**src/rtl/nibble_serial_adder.sv**
```systemverilog
// Serial WIDTH-bit adder driving an external 4-bit fa4 slice one nibble per cycle, LSB first; optional subtract via NIBBLE_SERIAL_ADDER_SUBTRACT_EN.
// Latency: out_valid rises WIDTH/4 cycles after the accepting edge; next accept no sooner than WIDTH/4+2 cycles.
// Backpressure: in_ready only in IDLE; result held stable in DONE until out_ready.
module nibble_serial_adder #(
  parameter int WIDTH = 16
) (
  input  logic             clk,
  input  logic             rst_n,
  input  logic             in_valid,
  output logic             in_ready,
  input  logic [WIDTH-1:0] in_a,
  input  logic [WIDTH-1:0] in_b,
  input  logic             in_cin,
`ifdef NIBBLE_SERIAL_ADDER_SUBTRACT_EN
  input  logic             in_sub,
`endif
  output logic [3:0]       fa_a,
  output logic [3:0]       fa_b,
  output logic             fa_cin,
  input  logic [3:0]       fa_sum,
  input  logic             fa_cout,
  output logic             out_valid,
  input  logic             out_ready,
  output logic [WIDTH-1:0] out_sum,
  output logic             out_cout
);

  localparam int NIB = WIDTH / 4;
  localparam int IW  = $clog2(NIB);
  localparam logic [IW-1:0] LAST = IW'(NIB - 1);

  typedef enum logic [1:0] {IDLE, RUN, DONE} state_t;

  state_t           state, state_nxt;
  logic [IW-1:0]    idx;
  logic             carry;
  logic [WIDTH-1:0] a_sh, b_sh;
  logic [WIDTH-1:0] acc, acc_nxt;
  logic [WIDTH-1:0] b_load;
  logic             c_load;
  logic             accept;
  logic             last;

  assign accept = in_valid && in_ready;
  assign last   = (state == RUN) && (idx == LAST);

  // Subtraction is a + ~b + 1; the forced carry-in replaces in_cin.
  always_comb begin
    b_load = in_b;
    c_load = in_cin;
`ifdef NIBBLE_SERIAL_ADDER_SUBTRACT_EN
    if (in_sub) begin
      b_load = ~in_b;
      c_load = 1'b1;
    end
`endif
  end

  always_comb begin
    state_nxt = state;
    case (state)
      IDLE:    if (accept) state_nxt = RUN;
      RUN:     if (idx == LAST) state_nxt = DONE;
      DONE:    if (out_ready) state_nxt = IDLE;
      default: state_nxt = IDLE;
    endcase
  end

  always_comb begin
    in_ready  = (state == IDLE);
    out_valid = (state == DONE);
    fa_a      = 4'd0;
    fa_b      = 4'd0;
    fa_cin    = 1'b0;
    if (state == RUN) begin
      fa_a   = a_sh[3:0];
      fa_b   = b_sh[3:0];
      fa_cin = carry;
    end
  end

  // Partial sums build up in acc; out_sum only changes when an operation completes.
  always_comb begin
    acc_nxt = acc;
    acc_nxt[{idx, 2'b00} +: 4] = fa_sum;
  end

  always_ff @(posedge clk or negedge rst_n) begin
    if (!rst_n) begin
      state    <= IDLE;
      idx      <= '0;
      carry    <= 1'b0;
      a_sh     <= '0;
      b_sh     <= '0;
      acc      <= '0;
      out_sum  <= '0;
      out_cout <= 1'b0;
    end else begin
      state <= state_nxt;
      case (state)
        IDLE: begin
          if (accept) begin
            a_sh  <= in_a;
            b_sh  <= b_load;
            carry <= c_load;
            idx   <= '0;
            acc   <= '0;
          end
        end
        RUN: begin
          acc   <= acc_nxt;
          carry <= fa_cout;
          a_sh  <= a_sh >> 4;
          b_sh  <= b_sh >> 4;
          if (last) begin
            out_sum  <= acc_nxt;
            out_cout <= fa_cout;
            idx      <= '0;
          end else begin
            idx <= idx + 1'b1;
          end
        end
        default: ;
      endcase
    end
  end

endmodule
```
**config.mk**
```make
export PLATFORM = sky130hd
export DESIGN_NAME = nibble_serial_adder
export DESIGN_NICKNAME = d
export VERILOG_FILES = /design/src/rtl/nibble_serial_adder.sv
export SDC_FILE = /design/constraint.sdc
export NUM_CORES = 1
export LEC_CHECK = 0
export BUFFER_PORTS_ARGS = -buffer_cell sky130_fd_sc_hd__buf_2
export CORE_AREA = 2 2 92 94
export CTS_CLUSTER_DIAMETER = 30
export CTS_CLUSTER_SIZE = 30
export DETAILED_ROUTE_END_ITERATION = 12
export DIE_AREA = 0 0 94 96
export PLACE_DENSITY = 0.57
export SETUP_SLACK_MARGIN = 0.3
export SYNTH_ARGS = -nofsm -noshare
export SYNTH_HDL_FRONTEND = slang
export SYNTH_SLANG_ARGS = --single-unit
```
**constraint.sdc**
```tcl
create_clock -name clk -period 2.2 [get_ports clk]
set_input_delay 0.22 -clock clk [delete_from_list [all_inputs] [get_ports clk]]
set_output_delay 0.22 -clock clk [all_outputs]
set_load 0.02 [all_outputs]
```
==> summary.txt <==
CELLS AND AREA
--------------------------------------------------------------------------------------
# nets final                                                                       401
# diodes                                                                             0
Post-layout instance area                                                   3765 sq um
Filler instances                                                                   812
Layout cell share with drive strength beyond 1                                  0.3064
Syn-to-layout area delta                                                        21.04%
Post-layout instance count excluding filler cells                                  464

CRITICAL PATH
--------------------------------------------------------------------------------------
Reg2reg setup slack                                                             430 ps
Element type at the critical path start                                           flop
Crit path capture type                                                     output port
FF-to-FF path depth                                                                  5
Arrival @ worst endpoint                                                       1570 ps
Maximum fanout count along the critical path                                        19
Reg-to-reg endpoint                                                             acc[0]
Crit Reg-Reg Startpoint                                                         idx[0]
Worst Setup Path Type                                                     flop to output port
Worst Path Required                                                            1980 ps

MIN PATH
--------------------------------------------------------------------------------------
Worst hold path cell count                                                           2
Hold Startpoint                                                              out_ready
Worst Hold End                                                                state[1]
Worst hold path class                                                     input pin to flop

TIMING
--------------------------------------------------------------------------------------
Slew at the pin closest to its max-slew limit                                 623.5 ps
Setup slack of the critical path after layout                                 407.4 ps
Slew margin rel.                                                                0.5843
Clock tree skew after final layout                                            7.791 ps
Final hold vios                                                                      0
RSZ-0062 raised after global routing                                             false
Final-report setup violation count                                                   0
Pins Over Slew Limit                                                                 0
Final worst path period need                                                   1793 ps
TNS Setup                                                                         0 ps
Final Hold Slack                                                              93.57 ps
Final period util                                                               0.8148
Achievable clock frequency                                                   557.9 MHz

GLOBAL ROUTING
--------------------------------------------------------------------------------------
Via count of the first global-routing pass                                       2,406
GRT overflow                                                                         0
First-pass GRT wire length                                                    12.08 mm
Pin count of the biggest net entering global routing                                41
Global-route usage over all layers                                              0.1740
Initial antenna violation count                                                      0

CLOCKING
--------------------------------------------------------------------------------------
Cell at the root of the clock tree                                        sky130_fd_sc_hd__clkbuf_8
TritonCTS clock tree                                                             built
Post-CTS Setup Bufs                                                                  0
Clk_lat worst skew                                                              330 ps
Cts bufs inserted                                                                    9
CTS sink count                                                                      66
Longest Clk Path Bufs                                                                2
Clock slew at reported path FFs                                                  70 ps
Number of H-tree levels                                                              3

YOSYS
--------------------------------------------------------------------------------------
Distinct cell type count of the synthesized netlist                                 39
Mapped Nets                                                                        332
Yosys warnings                                                                       0
Post-synth EDFFs                                                                     0
Register bit total from synthesis                                                   66
Async S/R FF share, synth                                                        1.000
Area of the mapped netlist                                                  3110 sq um
Gate count of the mapped netlist                                                   285
Mean instance size in the synthesized netlist                              10.91 sq um
Most used flip-flop cell after synthesis                                  sky130_fd_sc_hd__dfrtp_1
Sequential area share after synthesis                                           0.5310

DRT
--------------------------------------------------------------------------------------
Per-cell via count in the routed design                                          5.140
Iteration-0 DRC count of the detailed router                                       109
Vias                                                                             2,385
WL final                                                                      7.067 mm
Number of iterations in the first detailed-routing pass                              4
Number of DRC violations after detailed routing                                      0
Number of antenna-violating nets in the routed design                                0
Average detailed-routed wire length per instance                              15.23 um

POWER
--------------------------------------------------------------------------------------
Leakage power                                                              0.001817 uW
Worst-case vdd ir drop                                                       0.4539 mV
PwrDens                                                                   1406 nW/um^2

PLACE
--------------------------------------------------------------------------------------
Worst slack, placed                                                           322.5 ps
Cell area reported after detailed placement                                 3546 sq um
Placed Cells                                                                       447
Weighted congestion reported at the end of routability-driven placement         0.7911
Buffers on Ports                                                                    69
HPWL Detailed                                                                 4.964 mm

RUN STATUS
--------------------------------------------------------------------------------------
Outcome                                                                   finished clean

FLOORPLANNING
--------------------------------------------------------------------------------------
DIE WIDTH                                                                        94 um
Std cell rows                                                                       33
Floorplan die height                                                             96 um
Ports                                                                               70
Core area                                                                   8051 sq um
Initial core utilization                                                        0.3863
Full die area                                                               9024 sq um

RUN
--------------------------------------------------------------------------------------
# Max-Cap Violations                                                                 0

==> flip-flops by register name (all words and copies together), names as in the netlist <==
signal / count
a_sh: 16
b_sh: 16
out_sum: 16
acc: 12
idx: 2
state: 2
carry: 1
out_cout: 1
==> how the worst max path moves through the flow <==
stage,startpoint,to,slack (ps)
after floorplan,idx[0],acc[0],490
after global placement,idx[0],acc[2],390
after detailed placement,idx[0],acc[1],320
after CTS,state[1],fa_a[1],320
after global routing,state[0],fa_a[1],300
final,state[0],fa_a[1],410
==> worst max-delay path, stage by stage, from the launching register on <==
cell and delay, ps:
sky130_fd_sc_hd__dfrtp_2 470, sky130_fd_sc_hd__nor2b_1 200, sky130_fd_sc_hd__buf_4 260, sky130_fd_sc_hd__and2_1 160, sky130_fd_sc_hd__buf_2 160
==> Yosys cell counts (all sizes together), types with 5 or more instances <==
cell type | number | area share
a22o | 21 | 0.059
a21o | 5 | 0.012
clkbuf | 7 | 0.0097
nor2b | 11 | 0.022
ha | 5 | 0.020
and2 | 11 | 0.024
nand2 | 21 | 0.025
a22oi | 25 | 0.060
a221oi | 8 | 0.023
buf | 15 | 0.032
nor2 | 19 | 0.023
a21oi | 11 | 0.018
inv | 6 | 0.0072
o21ai | 26 | 0.042
dfrtp | 66 | 0.53
==> per-layer routing <==
metal	wire length, um	track usage	vias to the layer above
met3	277	0.03524	6
li1	-	-	1186
met4	58	0.07126	0
met2	3278	0.2595	54
met5	0	0	-
met1	3452	0.2482	1139
==> placed cells by master (no fill, tap or decap), drive strengths merged, types with 5 or more instances in the layout <==
cell and n:
and2 11, clkbuf 9, o21ai 26, inv 6, a21o 5, a21oi 11, buf 79, dfrtp 66
nor2b 11, nand2 21, a221oi 8, clkinv 5, a22o 21, a22oi 25, nor2 19, ha 5
==> kinds of logic after synthesis <==
kind of cell / Yosys count / synth area share
simple gates: 80 / 0.1553
buf+inv: 28 / 0.04867
mux: 1 / 0.003620
flops: 66 / 0.5310
compound gates: 105 / 0.2414
fa+ha+maj: 5 / 0.02011
==> power breakdown <==
part	internal [uW]	switching, uW
clock	521	474
combinational	940	1350
sequential	1700	311
total	3160	2140
==> stage by stage <==
stage | power, uW | util
4_1_cts | 5318 | 0.4662
2_1_floorplan | 3648 | -
6_report | 5295 | 0.4676
3_5_place_dp | 4287 | 0.4404
3_3_place_gp | 4252 | 0.4404
5_1_grt | 5744 | 0.4676
==> layout make-up <==
cell class | count | area [sq um] | area share
inverter | 6 | 22.52 | 0.005982
multi-input combinational | 191 | 1320 | 0.3506
timing repair buffer | 80 | 442.9 | 0.1176
clock buffer | 9 | 123.9 | 0.03290
sequential | 66 | 1654 | 0.4393
tap | 105 | 131.4 | 0.03490
clock inverter | 7 | 70.07 | 0.01861
==> what timing repair did <==
item,in CTS,in global routing
pin swaps,0,0
hold buffers,1,0
endpoints found under the hold margin,26,0
resized for setup,2,2
endpoints found under the setup margin,2,22
Power figures use the tool's default switching activity.
